File: config.mk
export PLATFORM = sky130hd
export DESIGN_NAME = acondicionador_entradas
export DESIGN_NICKNAME = d
export VERILOG_FILES = /design/src/rtl/acondicionador_entradas.sv
export SDC_FILE = /design/constraint.sdc
export NUM_CORES = 1
export LEC_CHECK = 0
export CAP_MARGIN = 20
export CORE_MARGIN = 4
export CORE_UTILIZATION = 34
export CTS_CLUSTER_DIAMETER = 40
export DETAILED_ROUTE_END_ITERATION = 10
export SLEW_MARGIN = 20
export SYNTH_ARGS = -nofsm -noshare
export SYNTH_HDL_FRONTEND = slang
export SYNTH_SLANG_ARGS = --single-unit
File: constraint.sdc
create_clock -name clk -period 1.9 [get_ports clk]
set_input_delay 0.38 -clock clk [delete_from_list [all_inputs] [get_ports clk]]
set_output_delay 0.38 -clock clk [all_outputs]
set_load 0.03 [all_outputs]
File: src/rtl/acondicionador_entradas.sv
// Input conditioning for the turn-signal controller: synchronises and debounces
// the 2-bit turn lever and turns the hazard push-button into a toggling request.
module acondicionador_entradas #(
    parameter int DEB_CYCLES = 500000
) (
    input  logic       clk,
    input  logic       reset,
    input  logic [1:0] adi_raw,
    input  logic       btn_e_raw,
    output logic [1:0] ADI,
    output logic       E,
    output logic       e_pulse
);

    localparam int              CNT_W   = (DEB_CYCLES > 1) ? $clog2(DEB_CYCLES) : 1;
    localparam logic [CNT_W-1:0] CNT_MAX = CNT_W'(DEB_CYCLES - 1);

    typedef enum logic [1:0] {
        IDLE       = 2'd0,
        WAIT_PRESS = 2'd1,
        PRESSED    = 2'd2,
        WAIT_REL   = 2'd3
    } btn_state_t;

    logic [1:0]       r_adi_s1;
    logic [1:0]       r_adi_s2;
    logic [1:0]       r_adi_cand;
    logic [1:0]       r_adi_acc;
    logic [CNT_W-1:0] r_adi_cnt;

    logic             r_btn_s1;
    logic             r_btn_s2;
    btn_state_t       r_btn_state;
    logic [CNT_W-1:0] r_btn_cnt;
    logic             r_e;
    logic             r_e_pulse;

    logic [1:0]       w_adi_out;

    always_ff @(posedge clk or negedge reset) begin
        if (!reset) begin
            r_adi_s1 <= 2'b00;
            r_adi_s2 <= 2'b00;
            r_btn_s1 <= 1'b0;
            r_btn_s2 <= 1'b0;
        end else begin
            r_adi_s1 <= adi_raw;
            r_adi_s2 <= r_adi_s1;
            r_btn_s1 <= btn_e_raw;
            r_btn_s2 <= r_btn_s1;
        end
    end

    // The lever is debounced as a whole vector so a 01->10 swing cannot pass through 11 or 00.
    always_ff @(posedge clk or negedge reset) begin
        if (!reset) begin
            r_adi_cand <= 2'b00;
            r_adi_acc  <= 2'b00;
            r_adi_cnt  <= '0;
        end else if (r_adi_s2 != r_adi_cand) begin
            r_adi_cand <= r_adi_s2;
            r_adi_cnt  <= '0;
        end else if (r_adi_cnt == CNT_MAX) begin
            r_adi_acc  <= r_adi_cand;
        end else begin
            r_adi_cnt  <= r_adi_cnt + 1'b1;
        end
    end

    always_ff @(posedge clk or negedge reset) begin
        if (!reset) begin
            r_btn_state <= IDLE;
            r_btn_cnt   <= '0;
            r_e         <= 1'b0;
            r_e_pulse   <= 1'b0;
        end else begin
            r_e_pulse <= 1'b0;
            case (r_btn_state)
                IDLE: begin
                    if (r_btn_s2) begin
                        r_btn_state <= WAIT_PRESS;
                        r_btn_cnt   <= '0;
                    end
                end
                WAIT_PRESS: begin
                    if (!r_btn_s2) begin
                        r_btn_state <= IDLE;
                    end else if (r_btn_cnt == CNT_MAX) begin
                        r_btn_state <= PRESSED;
                        r_e         <= ~r_e;
                        r_e_pulse   <= 1'b1;
                    end else begin
                        r_btn_cnt   <= r_btn_cnt + 1'b1;
                    end
                end
                PRESSED: begin
                    if (!r_btn_s2) begin
                        r_btn_state <= WAIT_REL;
                        r_btn_cnt   <= '0;
                    end
                end
                WAIT_REL: begin
                    if (r_btn_s2) begin
                        r_btn_state <= PRESSED;
                    end else if (r_btn_cnt == CNT_MAX) begin
                        r_btn_state <= IDLE;
                    end else begin
                        r_btn_cnt   <= r_btn_cnt + 1'b1;
                    end
                end
                default: begin
                    r_btn_state <= IDLE;
                    r_btn_cnt   <= '0;
                end
            endcase
        end
    end

    // 11 is not a legal lever position, so it is reported as "off".
    assign w_adi_out = (r_adi_acc == 2'b11) ? 2'b00 : r_adi_acc;

    assign ADI     = w_adi_out;
    assign E       = r_e;
    assign e_pulse = r_e_pulse;

endmodule

==> results of run 1 <==
[worst max-delay path, cell delays in order (launching register included)]
cell and delay [ns]:
sky130_fd_sc_hd__dfrtp_1 0.39, sky130_fd_sc_hd__ha_2 0.20, sky130_fd_sc_hd__and4_4 0.26, sky130_fd_sc_hd__nand4_1 0.18
sky130_fd_sc_hd__nor3_2 0.19, sky130_fd_sc_hd__mux2_4 0.32, sky130_fd_sc_hd__a22o_1 0.17
[sequential cells by signal (all words and copies together) (netlist names), named ones only]
register     flops
r_adi_acc        2
r_btn_s2         1
r_btn_cnt       19
r_adi_s2         2
E                1
e_pulse          1
r_btn_s1         1
r_adi_cnt       19
r_adi_s1         2
r_adi_cand       2
r_btn_state      1
[layout make-up]
class	count	area, um2	share of cell area [%]
clock buffers	6	72.6	2.31
flip-flops and latches	52	1300	41.4
repair buffers	37	323	10.3
well taps	99	124	3.94
clock inverters	2	16.3	0.518
inverters	6	22.5	0.717
multi-input cells	189	1280	40.8
[synth_stat cells, types with 6 or more instances]
library cell / n / share of area, %
sky130_fd_sc_hd__inv_1: 6 / 0.86
sky130_fd_sc_hd__nand3_1: 13 / 2.5
sky130_fd_sc_hd__a22o_1: 9 / 3.0
sky130_fd_sc_hd__nor4b_1: 6 / 2.0
sky130_fd_sc_hd__xor2_1: 17 / 5.7
sky130_fd_sc_hd__and3_1: 6 / 1.4
sky130_fd_sc_hd__clkbuf_1: 8 / 1.2
sky130_fd_sc_hd__nor2_1: 23 / 3.3
sky130_fd_sc_hd__nand4_1: 12 / 2.9
sky130_fd_sc_hd__o21ai_0: 15 / 2.9
sky130_fd_sc_hd__nand2_1: 25 / 3.6
sky130_fd_sc_hd__dfrtp_1: 52 / 50
[cells in the final DEF, fill, tap and decap left out, types with 2 or more instances in the layout]
| master | n |
|---|---|
| sky130_fd_sc_hd__a21oi_1 | 3 |
| sky130_fd_sc_hd__a22o_1 | 9 |
| sky130_fd_sc_hd__and2_1 | 2 |
| sky130_fd_sc_hd__and3_1 | 6 |
| sky130_fd_sc_hd__and4_1 | 4 |
| sky130_fd_sc_hd__buf_12 | 2 |
| sky130_fd_sc_hd__buf_4 | 27 |
| sky130_fd_sc_hd__clkbuf_8 | 5 |
| sky130_fd_sc_hd__clkdlybuf4s50_1 | 5 |
| sky130_fd_sc_hd__dfrtp_1 | 52 |
| sky130_fd_sc_hd__dlymetal6s2s_1 | 2 |
| sky130_fd_sc_hd__inv_1 | 6 |
| sky130_fd_sc_hd__mux2_2 | 3 |
| sky130_fd_sc_hd__nand2_1 | 25 |
| sky130_fd_sc_hd__nand2b_1 | 2 |
| sky130_fd_sc_hd__nand3_1 | 13 |
| sky130_fd_sc_hd__nand3b_1 | 2 |
| sky130_fd_sc_hd__nand4_1 | 12 |
| sky130_fd_sc_hd__nor2_1 | 22 |
| sky130_fd_sc_hd__nor2b_1 | 2 |
| sky130_fd_sc_hd__nor3_1 | 3 |
| sky130_fd_sc_hd__nor3_2 | 2 |
| sky130_fd_sc_hd__nor3b_1 | 2 |
| sky130_fd_sc_hd__nor4b_1 | 2 |
| sky130_fd_sc_hd__nor4b_2 | 4 |
| sky130_fd_sc_hd__o2111ai_1 | 3 |
| sky130_fd_sc_hd__o211ai_1 | 3 |
| sky130_fd_sc_hd__o21ai_0 | 15 |
| sky130_fd_sc_hd__o311ai_1 | 2 |
| sky130_fd_sc_hd__o31ai_1 | 3 |
| sky130_fd_sc_hd__or4_1 | 5 |
| sky130_fd_sc_hd__xnor2_1 | 4 |
| sky130_fd_sc_hd__xor2_1 | 17 |
[metrics by stage]
stage / area, um2 / worst slack, ns
after floorplan: 2610 / 0.140
after global placement: 2970 / 0.0309
after detailed placement: 2970 / 0.00199
after CTS: 3070 / 0.00870
after global routing: 3140 / -0.0425
final: 3140 / 0.0771
[power groups by stage]
stage	Sequential [mW]	Clock (mW)	Combinational [mW]
after floorplan	1.19	0	0.0729
after global placement	1.20	0	0.134
after detailed placement	1.20	0	0.133
after CTS	1.18	0.671	0.134
after global routing	1.19	0.721	0.165
final	1.18	0.640	0.143
[cell families (layout without fill, tap and decap cells)]
kind of cell             count (synthesis)  in the layout  synth area share, %
AND/OR/NAND/NOR                        117            117                 24.8
flip-flops                              52             52                 49.8
AO/OA/AOI/OAI                           43             43                 11.4
XOR/XNOR                                22             22                 7.38
buffers and inverters                   19             51                 3.59
multiplexers                             5              5                 2.11
adder cells (fa/ha/maj)                  2              2                0.958
[worst max-delay path by stage]
stage               cells past startpoint  slack (ns)                      start                        end
floorplan                               6        0.14   r_btn_cnt[0]$_DFFE_PN0P_  r_btn_cnt[16]$_DFFE_PN0P_
global placement                        6        0.03   r_btn_cnt[0]$_DFFE_PN0P_              E$_DFFE_PN0P_
detailed placement                      6       0.002   r_btn_cnt[1]$_DFFE_PN0P_              E$_DFFE_PN0P_
CTS                                     6       0.009   r_btn_cnt[1]$_DFFE_PN0P_  r_btn_cnt[18]$_DFFE_PN0P_
global route                            7       -0.04  r_btn_cnt[14]$_DFFE_PN0P_   r_btn_cnt[3]$_DFFE_PN0P_
finish                                  6        0.08   r_btn_cnt[0]$_DFFE_PN0P_  r_btn_cnt[16]$_DFFE_PN0P_
[timing repair]
item	in CTS	in global routing
resized for setup	1	16
pin swaps	0	4
endpoints found under the setup margin	1	16
setup buffers	0	2
[metal layers]
| layer | vias up | GRT usage [%] | wire length, um |
|---|---|---|---|
| li1 | 1011 | - | - |
| met1 | 958 | 17.4 | 2540 |
| met2 | 29 | 19.8 | 2300 |
| met3 | 5 | 2.76 | 170 |
| met4 | 0 | 3.79 | 38 |
| met5 | - | 0 | 0 |
==> impl_results.md, run 1 <==
* Per-cell via count in the routed design at 5.12
* Half-perimeter wire length after placement at 3370 um
* Via count of the first global-routing pass at 2028
* Worst endpoint data arrival time at 2.02 ns
* Number of synthesized flops with an enable pin at 0
* Power consumption at 1.96 mW
* TritonCTS Sinks at 52
* Setup TNS at 0 ns
* Post-Syn Instances at 260
* Setup Crit Path Kind: flip-flop to flip-flop
* Sequential power share at 60.1%
* Vias at 2003
* Sw Share at 25.3%
* Filler-free cell count of the finished design at 391
* Count of unresolved DRC violations after routing at 0
* Run status: complete, no violations
* Setup repair after global routing missed its margin: true
* Sequential area share after synthesis at 49.8%
* Count of antenna diodes in the layout at 0
* Largest clock skew in the final design at 0.00878 ns
* Horizontal die dimension at 95.6 um
* Startpoint of the worst-slack reg-to-reg timing path: r_btn_cnt[0]$_DFFE_PN0P_
* Int Pwr at 1.46 mW
* Ys flop type: sky130_fd_sc_hd__dfrtp_1
* Yosys warns at 0
* Number of DRC markers in iteration 0 at 105
* Net load switching power at 0.497 mW
* Instance count after placement with tap cells included at 381
* I/O pin total at 9
* RD Place Congestion at 0.882
* Maximum root-to-sink buffer count at 2
* Maximum clock frequency at 549 MHz
* Worst reg2reg path endpoint: r_btn_cnt[16]$_DFFE_PN0P_
* First-pass GRT wire length at 9160 um
* Biggest fanout along the worst timing path at 4
* Final-stage net count at 298
* Final hold violation count at 0
* Hold-fix buffers, CTS at 0
* Final count of pins violating max slew at 0
* Root buffer selected by CTS: sky130_fd_sc_hd__clkbuf_8
* Final worst path period need at 1.82 ns
* Die area at 9150 um2
* CTS tree: done
* Hold Slack at 0.0336 ns
* Number of port buffers at 8
* Cell area after synthesis at 2610 um2
* R2r setup slk at 0.08 ns
* Number of synthesized register bits at 52
* Clock share of power at 32.6%
* Drt pass-1 iters at 4
* Die span in y at 95.6 um
* WL per Instance at 12.9 um
* Inserted Clock Buffers at 5
* Post-layout utilization of the core at 42.6%
* Total of fill cells in the finished design at 725
* Layout cells sized above 1 at 19.9%
* Number of nets with antenna violations after detailed routing at 0
* Logic depth of the worst register-to-register path at 6
* # setup viols final at 0
* Worst max-slew margin expressed relative to the limit at 53.6%
* Critical path required time at 2.10 ns
* Clock transition at the register clock pins on the worst setup and hold paths after CTS at 0.09 ns
* Syn_nets at 267
* Num rows at 31
* Initial antenna violation count at 0
* Mean instance size in the synthesized netlist at 10.0 um2
* Total Wirelength at 5050 um
* Grt ovf at 0
* Maxcap violations at 0
* CTS H-tree lvls at 2
* Layout Area Growth over Synthesis at 20.3%
* Count of unique library cells instantiated by Yosys at 44
* Type of the tightest min-delay check: input pin to async pin
* Leak Pwr at 1.39 nW
* Share of synthesized flip-flops with an asynchronous set or reset at 100%
* Nature of the critical path startpoint: flip-flop
* Std-Cell Core Area at 7370 um2
* Total global routing track utilization at 12.6%
* Initial core utilization at 35.4%
* Pin count of the biggest net entering global routing at 53
* Peak supply drop at 0.377 mV
* Ratio of total power to cell area at 625 nW/um2
* Worst Setup End Kind: flip-flop
* Part of the power in combinational logic at 7.3%
* Transition at the pin with the smallest max-transition slack at 0.696 ns
* Worst-Skew Late Latency at 0.31 ns
* Share of the clock period used by the worst path at 95.9%
Note: power is estimated with default switching activity, not from simulation.
==> run 2, diff against run 1 <==
--- a/config.mk
+++ b/config.mk
@@ -6,10 +6,10 @@
 export NUM_CORES = 1
 export LEC_CHECK = 0
 export CAP_MARGIN = 20
-export CORE_MARGIN = 4
 export CORE_UTILIZATION = 34
 export CTS_CLUSTER_DIAMETER = 40
 export DETAILED_ROUTE_END_ITERATION = 10
+export RECOVER_POWER = 25
 export SLEW_MARGIN = 20
 export SYNTH_ARGS = -nofsm -noshare
 export SYNTH_HDL_FRONTEND = slang
==> impl_results.md, run 2 (synthesis gave the netlist of run 1 again) <==
* Grt ovf at 0
* Inserted Clock Buffers at 5
* Critical path required time at 2.15 ns
* Num rows at 31
* Placement Cell Area at 2950 um2
* Biggest fanout along the worst timing path at 3
* RD Place Congestion at 0.807
* Total Wirelength at 5020 um
* Initial core utilization at 35.6%
* Count of unresolved DRC violations after routing at 0
* Final-stage net count at 297
* Worst-Skew Late Latency at 0.30 ns
* Number of port buffers at 8
* Half-perimeter wire length after placement at 3380 um
* Most common library cell in the layout ignoring fill and taps: sky130_fd_sc_hd__dfrtp_1
* Pin count of the biggest net entering global routing at 53
* Post-layout utilization of the core at 42.2%
* Final count of pins violating max slew at 0
* Leak Pwr at 1.37 nW
* Filler-free cell count of the finished design at 390
* Horizontal die dimension at 89.6 um
* Worst endpoint data arrival time at 2.05 ns
* Root buffer selected by CTS: sky130_fd_sc_hd__clkbuf_8
* CTS H-tree lvls at 2
* Instance count after placement with tap cells included at 380
* Clock share of power at 32.4%
* Clock transition at the register clock pins on the worst setup and hold paths after CTS at 0.09 ns
* Maxcap violations at 0
* Per-cell via count in the routed design at 5.12
* Sequential power share at 60.5%
* Vias at 1996
* Number of nets with antenna violations after detailed routing at 0
* I/O pin total at 9
* Ratio of total power to cell area at 629 nW/um2
* Count of antenna diodes in the layout at 0
* Sw Share at 25.1%
* Peak supply drop at 0.476 mV
* Highest-count cells in the layout ignoring fill and taps: 52 x sky130_fd_sc_hd__dfrtp_1, 27 x sky130_fd_sc_hd__buf_4, 25 x sky130_fd_sc_hd__nand2_1, 22 x sky130_fd_sc_hd__nor2_1, 17 x sky130_fd_sc_hd__xor2_1
* Total global routing track utilization at 13.5%
* Hold Slack at 0.358 ns
* TritonCTS Sinks at 52
* WL per Instance at 12.9 um
* Crit path largest cell delay at 0.46 ns
* Run status: complete, no violations
* Int Pwr at 1.46 mW
* Maximum clock frequency at 555 MHz
* Worst max-slew margin expressed relative to the limit at 14.9%
* Design Area, Final at 3100 um2
* Part of the power in combinational logic at 7.1%
* Largest clock skew in the final design at 0.00719 ns
* Final hold violation count at 0
* CTS tree: done
* Nature of the critical path startpoint: flip-flop
* # setup viols final at 0
* Setup Crit Path Kind: flip-flop to flip-flop
* Initial antenna violation count at 0
* Std-Cell Core Area at 7330 um2
* Share of the clock period used by the worst path at 94.9%
* Layout cells sized above 1 at 18.9%
* Slowest stage cell on the critical path: sky130_fd_sc_hd__or4_1
* Final worst path period need at 1.80 ns
* Cell chain of the critical path: ha_1 -> and4_4 -> nand4_1 -> buf_4 -> or4_1 -> nand2_1 -> a22o_1
* Number of DRC markers in iteration 0 at 145
* Die area at 8030 um2
* Via count of the first global-routing pass at 1739
* Worst Setup End Kind: flip-flop
* Type of the tightest min-delay check: flip-flop to flip-flop
* Net load switching power at 0.489 mW
* Drt pass-1 iters at 4
* Layout Area Growth over Synthesis at 18.5%
* Die span in y at 89.6 um
* Setup repair after global routing missed its margin: true
* Biggest registers after layout: r_adi_cnt: 19 flops, r_btn_cnt: 19 flops
* Transition at the pin with the smallest max-transition slack at 1.28 ns
* First-pass GRT wire length at 8400 um
* Maximum root-to-sink buffer count at 2
==> run 2: per-stage QoR <==
stage / worst slack (ns) / setup TNS [ns] / power [mW]
finish: 0.0970 / 0 / 1.95
global route: -0.0198 / -0.0198 / 2.04
CTS: 0.00206 / 0 / 1.98
detailed placement: 0.0158 / 0 / 1.34
global placement: 0.0582 / 0 / 1.34
floorplan: 0.140 / 0 / 1.26
==> run 2: critical path: cells and delay by family (launching register included) <==
| kind | cells | cell delay, ns |
|---|---|---|
| and+or+nand+nor | 4 | 0.94 |
| DFF | 1 | 0.36 |
| adders and majority gates | 1 | 0.17 |
| buffers and inverters | 1 | 0.17 |
| AOI/OAI and AO/OA | 1 | 0.11 |
==> run 2: final cells by class <==
type                            instances  area [um2]
Clock buffer                            6        72.6
Clock inverter                          2        16.3
Fill cell                             707        4240
Inverter                                6        22.5
Multi-Input combinational cell        189        1270
Sequential cell                        52        1300
Tap cell                               99         124
Timing Repair Buffer                   36         288
==> run 2: power by group through the flow <==
stage	Combinational, mW	Clock (mW)	Sequential, mW
floorplan	0.0729	0	1.19
global placement	0.144	0	1.20
detailed placement	0.145	0	1.20
CTS	0.146	0.658	1.18
global route	0.157	0.702	1.18
finish	0.139	0.632	1.18
==> run 2: what timing repair did <==
item / 4_1_cts / 5_1_grt
buffers inserted: 0 / 2
setup endpoints to repair: 0 / 15
hold buffers: 0 / 0
gates resized for setup: 0 / 12
==> run 2: path summary, 6_finish.rpt <==
| check | start | end | slack [ns] | cells after the start |
|---|---|---|---|---|
| setup reg to reg | r_btn_cnt[0]$_DFFE_PN0P_ | r_btn_cnt[14]$_DFFE_PN0P_ | 0.1 | 7 |
| min in group asynchronous | reset | r_btn_cnt[12]$_DFFE_PN0P_ | 0.43 | 2 |
| max in group asynchronous | reset | r_btn_cnt[2]$_DFFE_PN0P_ | 0.69 | 2 |
| hold / removal | r_adi_s1[0]$_DFF_PN0_ | r_adi_s2[0]$_DFF_PN0_ | 0.36 | 0 |
| setup / recovery | r_btn_cnt[0]$_DFFE_PN0P_ | r_btn_cnt[14]$_DFFE_PN0P_ | 0.1 | 7 |
| hold reg to reg | r_adi_s1[0]$_DFF_PN0_ | r_adi_s2[0]$_DFF_PN0_ | 0.36 | 0 |
==> run 2: per-layer routing <==
layer  track usage, %  routed length (um)
met4             3.17                  40
met1             20.2                2630
met2             19.9                2220
met5                0                   0
met3             3.11                 128
